$ cat src/rtl/spike_rate_decoder.sv
// Spike-rate decoder: counts spikes from a LIF neuron over a fixed window of
// clock cycles. Each window yields a saturated rate sample and an
// exponentially smoothed rate, both presented downstream through valid/ready.
module spike_rate_decoder #(
    parameter int unsigned WINDOW   = 256,
    parameter int unsigned CNT_W    = 8,
    parameter int unsigned ALPHA_SH = 2
) (
    input  logic             clk,
    input  logic             reset,
    input  logic             enable,
    input  logic             spike_in,
    output logic [CNT_W-1:0] rate_out,
    output logic             rate_sat,
    output logic [CNT_W-1:0] ema_out,
    output logic             rate_valid,
    input  logic             rate_ready,
    output logic             overrun
);

    localparam int unsigned WIN_W = $clog2(WINDOW);
    localparam logic [WIN_W-1:0] WIN_LAST = WIN_W'(WINDOW - 1);
    localparam logic [CNT_W-1:0] CNT_MAX  = '1;

    typedef enum logic {
        IDLE  = 1'b0,
        COUNT = 1'b1
    } state_t;

    state_t             state;
    logic [WIN_W-1:0]   win_cnt;
    logic [CNT_W-1:0]   spk_cnt;
    logic               sat_flag;

    logic [CNT_W:0]     spk_sum;
    logic               spk_ovf;
    logic [CNT_W-1:0]   spk_next;
    logic               sat_next;
    logic signed [CNT_W:0]   ema_diff;
    logic signed [CNT_W:0]   ema_step;
    logic signed [CNT_W+1:0] ema_sum;
    logic [CNT_W-1:0]   ema_new;
    logic               win_close;
    logic               accept;

    // Saturating spike count including this cycle's sample, and the EMA update
    // that would be committed if this edge closes the window.
    always_comb begin
        spk_sum  = {1'b0, spk_cnt} + (CNT_W + 1)'(spike_in);
        spk_ovf  = spk_sum[CNT_W];
        spk_next = spk_ovf ? CNT_MAX : spk_sum[CNT_W-1:0];
        sat_next = sat_flag | spk_ovf;

        ema_diff = $signed({1'b0, spk_next}) - $signed({1'b0, ema_out});
        ema_step = ema_diff >>> ALPHA_SH;
        ema_sum  = $signed({2'b00, ema_out}) + $signed({ema_step[CNT_W], ema_step});
        if (ema_sum[CNT_W+1]) begin
            ema_new = '0;
        end else if (ema_sum[CNT_W]) begin
            ema_new = CNT_MAX;
        end else begin
            ema_new = ema_sum[CNT_W-1:0];
        end

        win_close = (state == COUNT) && enable && (win_cnt == WIN_LAST);
        accept    = rate_valid && rate_ready;
    end

    // Window FSM: counts spikes while enabled, commits rate/EMA at window close.
    always_ff @(posedge clk or negedge reset) begin
        if (!reset) begin
            state    <= IDLE;
            win_cnt  <= '0;
            spk_cnt  <= '0;
            sat_flag <= 1'b0;
            rate_out <= '0;
            rate_sat <= 1'b0;
            ema_out  <= '0;
        end else begin
            case (state)
                IDLE: begin
                    win_cnt  <= '0;
                    spk_cnt  <= '0;
                    sat_flag <= 1'b0;
                    if (enable) begin
                        state <= COUNT;
                    end
                end
                COUNT: begin
                    if (!enable) begin
                        state    <= IDLE;
                        win_cnt  <= '0;
                        spk_cnt  <= '0;
                        sat_flag <= 1'b0;
                    end else if (win_close) begin
                        rate_out <= spk_next;
                        rate_sat <= sat_next;
                        ema_out  <= ema_new;
                        win_cnt  <= '0;
                        spk_cnt  <= '0;
                        sat_flag <= 1'b0;
                    end else begin
                        win_cnt  <= win_cnt + WIN_W'(1);
                        spk_cnt  <= spk_next;
                        sat_flag <= sat_next;
                    end
                end
                default: begin
                    state <= IDLE;
                end
            endcase
        end
    end

    // Output handshake: a new sample wins over a same-edge acceptance; a sample
    // overwritten before consumption raises the sticky overrun flag.
    always_ff @(posedge clk or negedge reset) begin
        if (!reset) begin
            rate_valid <= 1'b0;
            overrun    <= 1'b0;
        end else if (win_close) begin
            rate_valid <= 1'b1;
            if (rate_valid && !rate_ready) begin
                overrun <= 1'b1;
            end
        end else if (accept) begin
            rate_valid <= 1'b0;
        end
    end

endmodule

$ cat config.mk
export PLATFORM = sky130hd
export DESIGN_NAME = spike_rate_decoder
export DESIGN_NICKNAME = d
export VERILOG_FILES = /design/src/rtl/spike_rate_decoder.sv
export SDC_FILE = /design/constraint.sdc
export NUM_CORES = 1
export LEC_CHECK = 0
export BUFFER_PORTS_ARGS = -buffer_cell sky130_fd_sc_hd__buf_2
export CORE_UTILIZATION = 59
export DETAILED_ROUTE_END_ITERATION = 8
export PLACE_DENSITY = 0.86
export SYNTH_ARGS = -nofsm -noshare
export SYNTH_HDL_FRONTEND = slang
export SYNTH_SLANG_ARGS = --single-unit
$ cat constraint.sdc
create_clock -name clk -period 5.12 [get_ports clk]
set_input_delay 1.024 -clock clk [delete_from_list [all_inputs] [get_ports clk]]
set_output_delay 1.024 -clock clk [all_outputs]
set_load 0.05 [all_outputs]
==> results.sh, run 1 <==
export IMPL_core_area_sq_mm=0.00406
export IMPL_fin_skew_ns=0.00645
export IMPL_netlist_area_sq_mm=0.00251
export IMPL_slew_headroom_pct=45.4
export IMPL_ys_warn_count=0
export IMPL_layout_min_cycle_time_ns=4.80
export IMPL_clkTransAtPathRegs_ns=0.07
export IMPL_layout_common_cells="37 x dfrtp_1, 30 x nand2_1, 27 x nor2_1, 23 x inv_1, 23 x buf_2"
export IMPL_clock_sinks=37
export IMPL_clock_path_buffers=2
export IMPL_viasPerCell=5.91
export IMPL_first_iter_violations=106
export IMPL_dp_slack_ns=-0.00128
export IMPL_grt_first_pass_wirelength_um=8690
export IMPL_portBuffers=23
export IMPL_final_core_util_pct=69.3
export IMPL_seq_power_share_pct=58.3
export IMPL_finalSetupViolCount=0
export IMPL_rows=23
export IMPL_cp_top_family="compound AO/OA/AOI/OAI gates"
export IMPL_netSwitchingPower_mw=0.114
export IMPL_syn_inst=278
export IMPL_syn_avg_cell_area_sq_um=9.04
export IMPL_synth_edf_count=0
export IMPL_r2r_slack_ns=0.80
export IMPL_async_flop_share_pct=100
export IMPL_post_cts_resize_count=0
export IMPL_fin_ws_ns=0.322
export IMPL_p_clk_share_pct=38.4
export IMPL_report_power_total_mw=0.506
export IMPL_worst_setup_path_type="in -> reg"
export IMPL_crit_chain="buf_2, ha_1, ha_1, and3_2, a2bb2oi_1, inv_1, ha_1, o211a_1, a211oi_2, a21oi_1, a21oi_2, o21bai_1, xor2_1, ha_1, nand3_1, a21oi_1, or4_1, o311ai_0, a211o_1, o211ai_2"
export IMPL_start_util_pct=61.9
export IMPL_fin_crit_sh_pct=93.7
export IMPL_cts_root_buffer="clkbuf_8"
export IMPL_clock_latency_ns=0.29
export IMPL_area_growth_pct=12.0
export IMPL_comb_power_share_pct=3.3
export IMPL_regArea_sq_um=926
export IMPL_num_nets_final=335
export IMPL_swShare_pct=22.5
export IMPL_drc=0
export IMPL_diodes=0
export IMPL_path_buf_inv=2
export IMPL_overflow=0
export IMPL_hold_violations=0
export IMPL_cap_violations=0
export IMPL_gp_congestion=0.903
export IMPL_dp_hpwl_um=3950
export IMPL_die_h_um=67.3
export IMPL_worst_path_max_fanout=7
export IMPL_postCtsSetupBuffers=0
export IMPL_p_leak_nw=1.36
export IMPL_slew_violations=0
export IMPL_fin_cells=361
export IMPL_die_area_sq_mm=0.00452
export IMPL_peakVddDrop_uv=124
export IMPL_ys_ff_latch=37
export IMPL_crit_arrival_ns=4.97
export IMPL_die_w_um=67.3
export IMPL_synth_fp_nets=303
export IMPL_p_int_mw=0.392
export IMPL_multi_input_area_sq_mm=0.00147
export IMPL_synth_flop_cell="dfrtp_1"
export IMPL_tritoncts="yes"
export IMPL_synth_distinct_cells=54
export IMPL_worst_pin_slew_ns=0.819
export IMPL_critPathSlowestCell="or4_1"
export IMPL_track_usage_pct=25.6
export IMPL_worstSetupEndpointType="register"
export IMPL_drive_gt1_share_pct=18.6
export IMPL_post_place_cells=353
export IMPL_grt_max_degree=38
export IMPL_htree_levels=2
export IMPL_wl_per_cell_um=14.7
export IMPL_io_pins=24
export IMPL_antenna_found_initial=0
export IMPL_seq_area_frac_synth_pct=36.9
export IMPL_routed_via_count=2132
export IMPL_cp_common_cell="ha_1"
export IMPL_firstDrtPassIters=5
export IMPL_powerDensity_mw_per_mm2=180
export IMPL_routed_wl_um=5300
export IMPL_cpPeakStageDelay_ns=0.50
export IMPL_grt_pass1_vias=1948
export IMPL_ant_nets=0
export IMPL_hold_class="reg -> reg"
export IMPL_start_kind="input port"
export IMPL_final_common_cell="dfrtp_1"
export IMPL_numCtsBuffers=5
export IMPL_crit_required_ns=5.29
export IMPL_postCtsHoldBufs=0
export IMPL_status="completed"
export IMPL_fmax_ghz=0.208
export IMPL_fillers=322
routing by layer:
layer	up-vias	wire (um)	share of wire, %	track usage [%]
li1	1053	-	-	-
met1	997	2420	46	32.4
met2	67	2510	47	42.6
met3	15	244	4.6	5.07
met4	0	125	2.4	9.84
met5	-	0	0	0
worst min-delay path, cell delays in order, from the launching register on:
cell	delay, ns
dfrtp_1	0.34
inv_1	0.04
o31ai_1	0.05
cell families after synthesis:
group	Yosys count	share of synthesized area, %
simple gates	96	18.8
compound gates	73	21.1
flops	37	36.9
buf+inv	31	5.53
fa+ha+maj	20	10.3
xor+xnor	18	6.27
mux	3	1.20
flip-flops by register name, summed over array words and instances (netlist names):
name / cells
ema_out: 8
rate_out: 8
rate_sat: 1
state: 1
spk_cnt: 8
rate_valid: 1
win_cnt: 8
sat_flag: 1
overrun: 1
power groups by stage:
stage	logic [mW]	registers [mW]	clock network, mW
finish	0.0167	0.295	0.195
global route	0.0193	0.295	0.213
CTS	0.0172	0.295	0.197
detailed placement	0.0170	0.301	0
global placement	0.0168	0.300	0
floorplan	0.00682	0.300	0
layout make-up:
| type | count | area share (%) |
|---|---|---|
| repair buffers | 33 | 6.76 |
| inverters | 23 | 3.07 |
| well taps | 50 | 2.22 |
| flip-flops and latches | 37 | 32.9 |
| multi-input cells | 210 | 52.1 |
| clock buffers | 6 | 2.58 |
| clock inverters | 2 | 0.356 |
metrics by stage:
step / hold WS [ns] / instance area [sq um] / TNS, ns
final: 0.469 / 2810 / 0
after global routing: 0.509 / 2810 / -0.0448
after floorplan: 0.450 / 2510 / 0
after detailed placement: 0.458 / 2710 / -0.00128
after global placement: 0.456 / 2710 / 0
after CTS: 0.475 / 2800 / 0
cells in the mapped netlist (all sizes together), types with 2 or more instances:
library cell  instances  share of area, %
a211o                 4               1.4
a211oi                3               1.1
a21o                  6               1.8
a21oi                16               3.3
a31oi                 2              0.50
and3                  2              0.55
and4                  2              0.70
buf                   5               1.6
clkbuf                3              0.50
dfrtp                37                37
ha                   19               9.5
inv                  23               3.4
mux2i                 3               1.2
nand2                30               4.5
nand2b                3              0.75
nand3                11               2.4
nand4                 2              0.50
nor2                 29               4.9
nor3                  5               1.0
o211ai                9               2.9
o21ai                15               3.0
o21bai                4               1.2
o221ai                5               3.0
o31ai                 2              0.60
or2                   2              0.60
or3                   4               1.2
xnor2                11               3.8
xor2                  7               2.4
worst paths after layout:
check / from / to / depth (start not counted)
setup / recovery: spike_in / ema_out[7] / 20
hold / removal: overrun / overrun / 2
setup reg to reg: spk_cnt[0] / ema_out[7] / 19
hold reg to reg: overrun / overrun / 2
max in group asynchronous: reset / win_cnt[5] / 1
min in group asynchronous: reset / ema_out[2] / 1
Note: power is estimated with default switching activity, not from simulation.
==> run 2: changes to the inputs <==
- CELL_PAD_IN_SITES_DETAIL_PLACEMENT: default -> 0
- CELL_PAD_IN_SITES_GLOBAL_PLACEMENT: default -> 1
- CORE_ASPECT_RATIO: default -> 2
- CORE_UTILIZATION: 59 -> 45
==> results.sh, run 2 (synthesis results as in run 1) <==
export IMPL_status="completed"
export IMPL_grt_max_degree=38
export IMPL_drc=0
export IMPL_comb_power_share_pct=2.9
export IMPL_firstDrtPassIters=5
export IMPL_crit_cells=21
export IMPL_viasPerCell=5.81
export IMPL_diodes=0
export IMPL_grt_first_pass_wirelength_um=9860
export IMPL_netSwitchingPower_mw=0.128
export IMPL_cts_root_buffer="clkbuf_8"
export IMPL_fin_skew_ns=0.0102
export IMPL_routed_wl_um=6050
export IMPL_swShare_pct=20.5
export IMPL_first_iter_violations=30
export IMPL_worst_path_max_fanout=6
export IMPL_portBuffers=23
export IMPL_reg2reg_from="spk_cnt[0]"
export IMPL_start_kind="input port"
export IMPL_rows=38
export IMPL_worstSetupEndpointType="register"
export IMPL_hold_class="reg -> reg"
export IMPL_crit_arrival_ns=5.02
export IMPL_die_w_um=54.8
export IMPL_final_common_cell="dfrtp_1"
export IMPL_seq_power_share_pct=47.4
export IMPL_htree_levels=2
export IMPL_startpoint="spike_in"
export IMPL_clock_latency_ns=0.30
export IMPL_layout_common_cells="37 x dfrtp_1, 30 x nand2_1, 26 x nor2_1, 23 x inv_1, 23 x buf_2"
export IMPL_io_pins=24
export IMPL_cpPeakStageDelay_ns=0.50
export IMPL_hold_worst_slack_ns=0.463
export IMPL_numCtsBuffers=5
export IMPL_clkTransAtPathRegs_ns=0.08
export IMPL_fin_crit_sh_pct=94.5
export IMPL_grt_busiest_layer="met2"
export IMPL_cp_top_family="compound AO/OA/AOI/OAI gates"
export IMPL_core_area_sq_mm=0.00542
export IMPL_die_h_um=108
export IMPL_final_area_sq_mm=0.00293
export IMPL_finalSetupViolCount=0
export IMPL_r2r_end="ema_out[7]"
export IMPL_peakVddDrop_uv=195
export IMPL_hold_violations=0
export IMPL_clock_sinks=37
export IMPL_track_usage_pct=23.6
export IMPL_path_buf_inv=2
export IMPL_slew_headroom_pct=44.6
export IMPL_routed_via_count=2195
export IMPL_p_clk_share_pct=49.7
export IMPL_crit_required_ns=5.30
export IMPL_die_area_sq_mm=0.00590
export IMPL_grt_pass1_vias=2198
export IMPL_dp_hpwl_um=4890
export IMPL_r2r_slack_ns=0.73
export IMPL_num_nets_final=342
export IMPL_tritoncts="yes"
export IMPL_wl_per_cell_um=16.0
export IMPL_drive_gt1_share_pct=20.4
export IMPL_met3_usage_pct=2.68
export IMPL_overflow=0
export IMPL_cp_common_cell="ha_1"
export IMPL_antenna_found_initial=0
export IMPL_gp_congestion=0.882
export IMPL_cap_violations=0
export IMPL_worst_pin_slew_ns=0.831
export IMPL_powerDensity_mw_per_mm2=212
export IMPL_p_leak_nw=1.42
export IMPL_fmax_ghz=0.207
export IMPL_crit_path_end="ema_out[7]"
export IMPL_grtUsageMet1_pct=22.5
export IMPL_area_growth_pct=16.6
export IMPL_slew_violations=0
export IMPL_layout_min_cycle_time_ns=4.84
export IMPL_ant_nets=0
export IMPL_clock_path_buffers=2
export IMPL_critPathSlowestCell="or4_1"
export IMPL_post_dp_cell_area_sq_mm=0.00278
export IMPL_crit_chain="buf_2, ha_1, ha_1, nand3_1, nor2_2, nor2_1, inv_1, ha_1, o211a_1, a211oi_2, a21oi_1, a21oi_1, o21ai_0, xor2_1, ha_1, nand3_1, a21oi_1, or4_1, o311ai_0, a211o_1, o211ai_2"
export IMPL_start_util_pct=46.4
export IMPL_reg2regPathDepth=20
export IMPL_grt_util_met2_pct=43.5
export IMPL_worst_setup_path_type="in -> reg"
export IMPL_p_int_mw=0.495
export IMPL_rsz0062_at_grt="no"
run 2: cell count changes in the layout (fill, tap and decap cells not counted), sizes merged:
cell    previous run  this run
buf               33        40
bufinv             0         2
clkinv             2         0
clkbuf             6         5
inv               23        24
run 2: metal layers:
metal / vias up / wire length [um]
met1: 1033 / 2160
li1: 1066 / -
met4: 0 / 332
met2: 67 / 3380
met3: 29 / 177
met5: - / 0
run 2: power groups by stage:
stage | registers [mW] | logic (mW) | clock network [mW]
after global routing | 0.295 | 0.0206 | 0.331
final | 0.295 | 0.0178 | 0.310
after floorplan | 0.300 | 0.00682 | 0
after detailed placement | 0.301 | 0.0184 | 0
after global placement | 0.301 | 0.0177 | 0
after CTS | 0.295 | 0.0183 | 0.316
run 2: final cells by class:
class / instances / area [sq um]
clock buffers: 5 / 68.8
inverters: 23 / 86.3
repair buffers: 40 / 243
flip-flops and latches: 37 / 926
fillers: 533 / 2490
clock inverters: 3 / 68.8
well taps: 60 / 75.1
multi-input cells: 210 / 1460
run 2: worst min-delay path by stage:
| stage | start | depth (start not counted) | slack (ns) | endpoint |
|---|---|---|---|---|
| final | overrun | 2 | 0.46 | overrun |
| after global routing | rate_out[6] | 2 | 0.50 | rate_out[6] |
| after CTS | overrun | 2 | 0.47 | overrun |
| after detailed placement | overrun | 2 | 0.45 | overrun |
| after global placement | overrun | 2 | 0.44 | overrun |
| after floorplan | sat_flag | 2 | 0.45 | sat_flag |
run 2: stage by stage:
| step | TNS [ns] | setup WS [ns] | util, % | total power [mW] | cells |
|---|---|---|---|---|---|
| 3_3_place_gp | 0 | 0.00827 | 51.2 | 0.318 | 370 |
| 3_5_place_dp | -0.143 | -0.0864 | 51.2 | 0.319 | 370 |
| 2_1_floorplan | 0 | 0.278 | - | 0.307 | 278 |
| 5_1_grt | 0 | 0.0150 | 54.0 | 0.646 | 378 |
| 6_report | 0 | 0.279 | 54.0 | 0.622 | 378 |
| 4_1_cts | 0 | 0.205 | 53.8 | 0.629 | 378 |
run 2: repair_timing:
action,in CTS,in global routing
gates resized for setup,0,3
endpoints found under the setup margin,0,8
setup buffers,0,0
hold buffers,0,0
run 2: worst min-delay path, stage by stage, from the launching register on:
cell	delay [ns]
dfrtp_1	0.34
inv_1	0.04
o31ai_1	0.05
==> run 3: changes to the inputs <==
- ABC_AREA: default -> 1
- BUFFER_PORTS_ARGS: -buffer_cell sky130_fd_sc_hd__buf_2 -> -buffer_cell sky130_fd_sc_hd__buf_4
- CORE_UTILIZATION: 45 -> 44
- PLACE_DENSITY: 0.86 -> 0.87
- TNS_END_PERCENT: default -> 20
==> results.sh, run 3 <==
export IMPL_status="completed"
export IMPL_seq_area_frac_synth_pct=39.8
export IMPL_hold_class="reg -> reg"
export IMPL_htree_levels=2
export IMPL_worst_pin_slew_ns=0.631
export IMPL_clock_latency_ns=0.30
export IMPL_synth_xor_area_share_pct=4.52
export IMPL_num_nets_final=344
export IMPL_final_core_util_pct=53.1
export IMPL_synth_distinct_cells=30
export IMPL_start_util_pct=45.7
export IMPL_worstSetupEndpointType="register"
export IMPL_ant_nets=0
export IMPL_drive_gt1_share_pct=16.6
export IMPL_syn_avg_cell_area_sq_um=8.00
export IMPL_post_cts_resize_count=0
export IMPL_multi_input_area_sq_mm=0.00121
export IMPL_cp_common_cell="a21oi_1"
export IMPL_routed_wl_um=5030
export IMPL_synth_mux_area_share_pct=0
export IMPL_clock_path_buffers=2
export IMPL_post_place_cells=370
export IMPL_synth_top_family_by_area="simple AND/OR/NAND/NOR gates"
export IMPL_diodes=0
export IMPL_synthAdderAreaFrac_pct=11.1
export IMPL_p_leak_nw=1.50
export IMPL_worst_path_max_fanout=8
export IMPL_synth_top_area_cell="dfrtp_1"
export IMPL_postCtsHoldBufs=0
export IMPL_slew_headroom_pct=57.8
export IMPL_hold_violations=0
export IMPL_overflow=0
export IMPL_ys_ff_latch=37
export IMPL_core_area_sq_mm=0.00509
export IMPL_firstDrtPassIters=4
export IMPL_cp_top_family="simple AND/OR/NAND/NOR gates"
export IMPL_slew_violations=0
export IMPL_critPathSlowestCell="nor3_1"
export IMPL_first_iter_violations=40
export IMPL_start_kind="input port"
export IMPL_crit_required_ns=5.36
export IMPL_rsz0062_at_grt="no"
export IMPL_wl_per_cell_um=13.3
export IMPL_fin_crit_sh_pct=91.2
export IMPL_synth_fp_nets=316
export IMPL_drc=0
export IMPL_cap_violations=0
export IMPL_die_w_um=53.4
export IMPL_cpPeakStageDelay_ns=0.39
export IMPL_fin_cells=378
export IMPL_area_growth_pct=16.1
export IMPL_layout_common_cells="64 x nand2_1, 42 x inv_1, 37 x dfrtp_1, 24 x buf_4, 21 x nor2_1"
export IMPL_fin_skew_ns=0.00970
export IMPL_synth_edf_count=0
export IMPL_path_buf_inv=5
export IMPL_cts_root_buffer="clkbuf_8"
export IMPL_fillers=533
export IMPL_netlist_area_sq_mm=0.00233
export IMPL_syn_inst=291
export IMPL_antenna_found_initial=0
export IMPL_yosys_top_cells_area="dfrtp_1 40%, nand2_1 10%, ha_1 10%, inv_1 6.8%, a21oi_1 3.9%"
export IMPL_io_pins=24
export IMPL_finalSetupViolCount=0
export IMPL_crit_arrival_ns=4.91
export IMPL_portBuffers=23
export IMPL_final_common_cell="nand2_1"
export IMPL_die_area_sq_mm=0.00560
export IMPL_grt_first_pass_wirelength_um=8550
export IMPL_synth_top_area_share_pct=39.8
export IMPL_yosys_area_share_simple_pct=27.4
export IMPL_peakVddDrop_uv=168
export IMPL_powerDensity_mw_per_mm2=236
export IMPL_synth_flop_cell="dfrtp_1"
export IMPL_viasPerCell=5.14
export IMPL_track_usage_pct=20.7
export IMPL_grt_pass1_vias=1978
export IMPL_numCtsBuffers=5
export IMPL_async_flop_share_pct=100
export IMPL_yosysMostFrequentCell="nand2_1"
export IMPL_tns_ns=0
export IMPL_synth_compound_gate_area_share_pct=8.82
export IMPL_tritoncts="yes"
export IMPL_dp_hpwl_um=4060
export IMPL_fmax_ghz=0.214
export IMPL_rows=37
export IMPL_die_h_um=105
export IMPL_worst_setup_path_type="in -> reg"
export IMPL_gp_congestion=0.844
export IMPL_clkTransAtPathRegs_ns=0.08
export IMPL_clock_sinks=37
export IMPL_synth_common_cells="64 x nand2_1, 42 x inv_1, 37 x dfrtp_1, 21 x nor2_1, 19 x ha_1"
export IMPL_layout_min_cycle_time_ns=4.67
export IMPL_regArea_sq_um=926
export IMPL_grt_max_degree=38
export IMPL_routed_via_count=1944
export IMPL_ys_warn_count=0
export IMPL_postCtsSetupBuffers=0
run 3: layout make-up:
type	instances	area share, %
Sequential cell	37	34.3
Inverter	48	6.67
Clock buffer	5	2.55
Multi-Input combinational cell	203	44.6
Timing Repair Buffer	24	6.67
Clock inverter	3	2.55
Tap cell	58	2.69
run 3: routing by layer:
metal	up-vias	share of wire (%)	global-route usage [%]
li1	984	-	-
met1	934	36	21.1
met2	18	60	39.2
met3	8	1.3	1.75
met4	0	2.3	9.02
met5	-	0	0
run 3: per-stage QoR:
stage          instance area, sq um  setup WS, ns  power [mW]  hold WS (ns)
2_1_floorplan                  2330         0.847       0.324         0.433
3_3_place_gp                   2560         0.137       0.338         0.458
3_5_place_dp                   2560         0.139       0.338         0.463
4_1_cts                        2700         0.437       0.644         0.475
5_1_grt                        2700        0.0349       0.662         0.506
6_report                       2700         0.449       0.638         0.462
run 3: kinds of logic after synthesis:
logic type,Yosys count
simple gates,134
xor+xnor,12
buf+inv,51
fa+ha+maj,20
compound gates,37
flops,37
run 3: worst register-to-register path, stage by stage (launching register included):
cell and delay [ns]:
dfrtp_1 0.37, ha_1 0.20, ha_1 0.19, nand2_1 0.12, nor2_4 0.06, nand2_2 0.10, inv_1 0.10, nor3_1 0.39
inv_1 0.09, ha_1 0.35, a21oi_1 0.17, inv_1 0.08, a21oi_1 0.12, nor2_1 0.05, nor2_1 0.23, nand2_2 0.09
inv_1 0.10, ha_1 0.27, a21oi_1 0.18, o21a_1 0.14, nand2_1 0.07, a21oi_1 0.17, a21oi_1 0.09, nor2_4 0.23
nand2_1 0.09, nand2_1 0.06
run 3: worst paths after layout:
kind | from | endpoint | slack, ns | depth (start not counted)
worst max-delay path | spike_in | ema_out[1] | 0.45 | 26
min in group asynchronous | reset | ema_out[6] | 0.68 | 1
worst min-delay path | win_cnt[0] | win_cnt[0] | 0.46 | 1
worst min register to register | win_cnt[0] | win_cnt[0] | 0.46 | 1
worst max register to register | spk_cnt[0] | ema_out[1] | 0.92 | 25
max in group asynchronous | reset | rate_out[7] | 4.11 | 1
run 3: power breakdown:
| part | total, mW | internal [mW] | switching [mW] | leakage, nW |
|---|---|---|---|---|
| sequential | 0.295 | 0.294 | 0.000913 | 0.513 |
| clock | 0.306 | 0.196 | 0.110 | 0.0687 |
| combinational | 0.0367 | 0.0124 | 0.0244 | 0.919 |
| total | 0.638 | 0.502 | 0.136 | 1.50 |
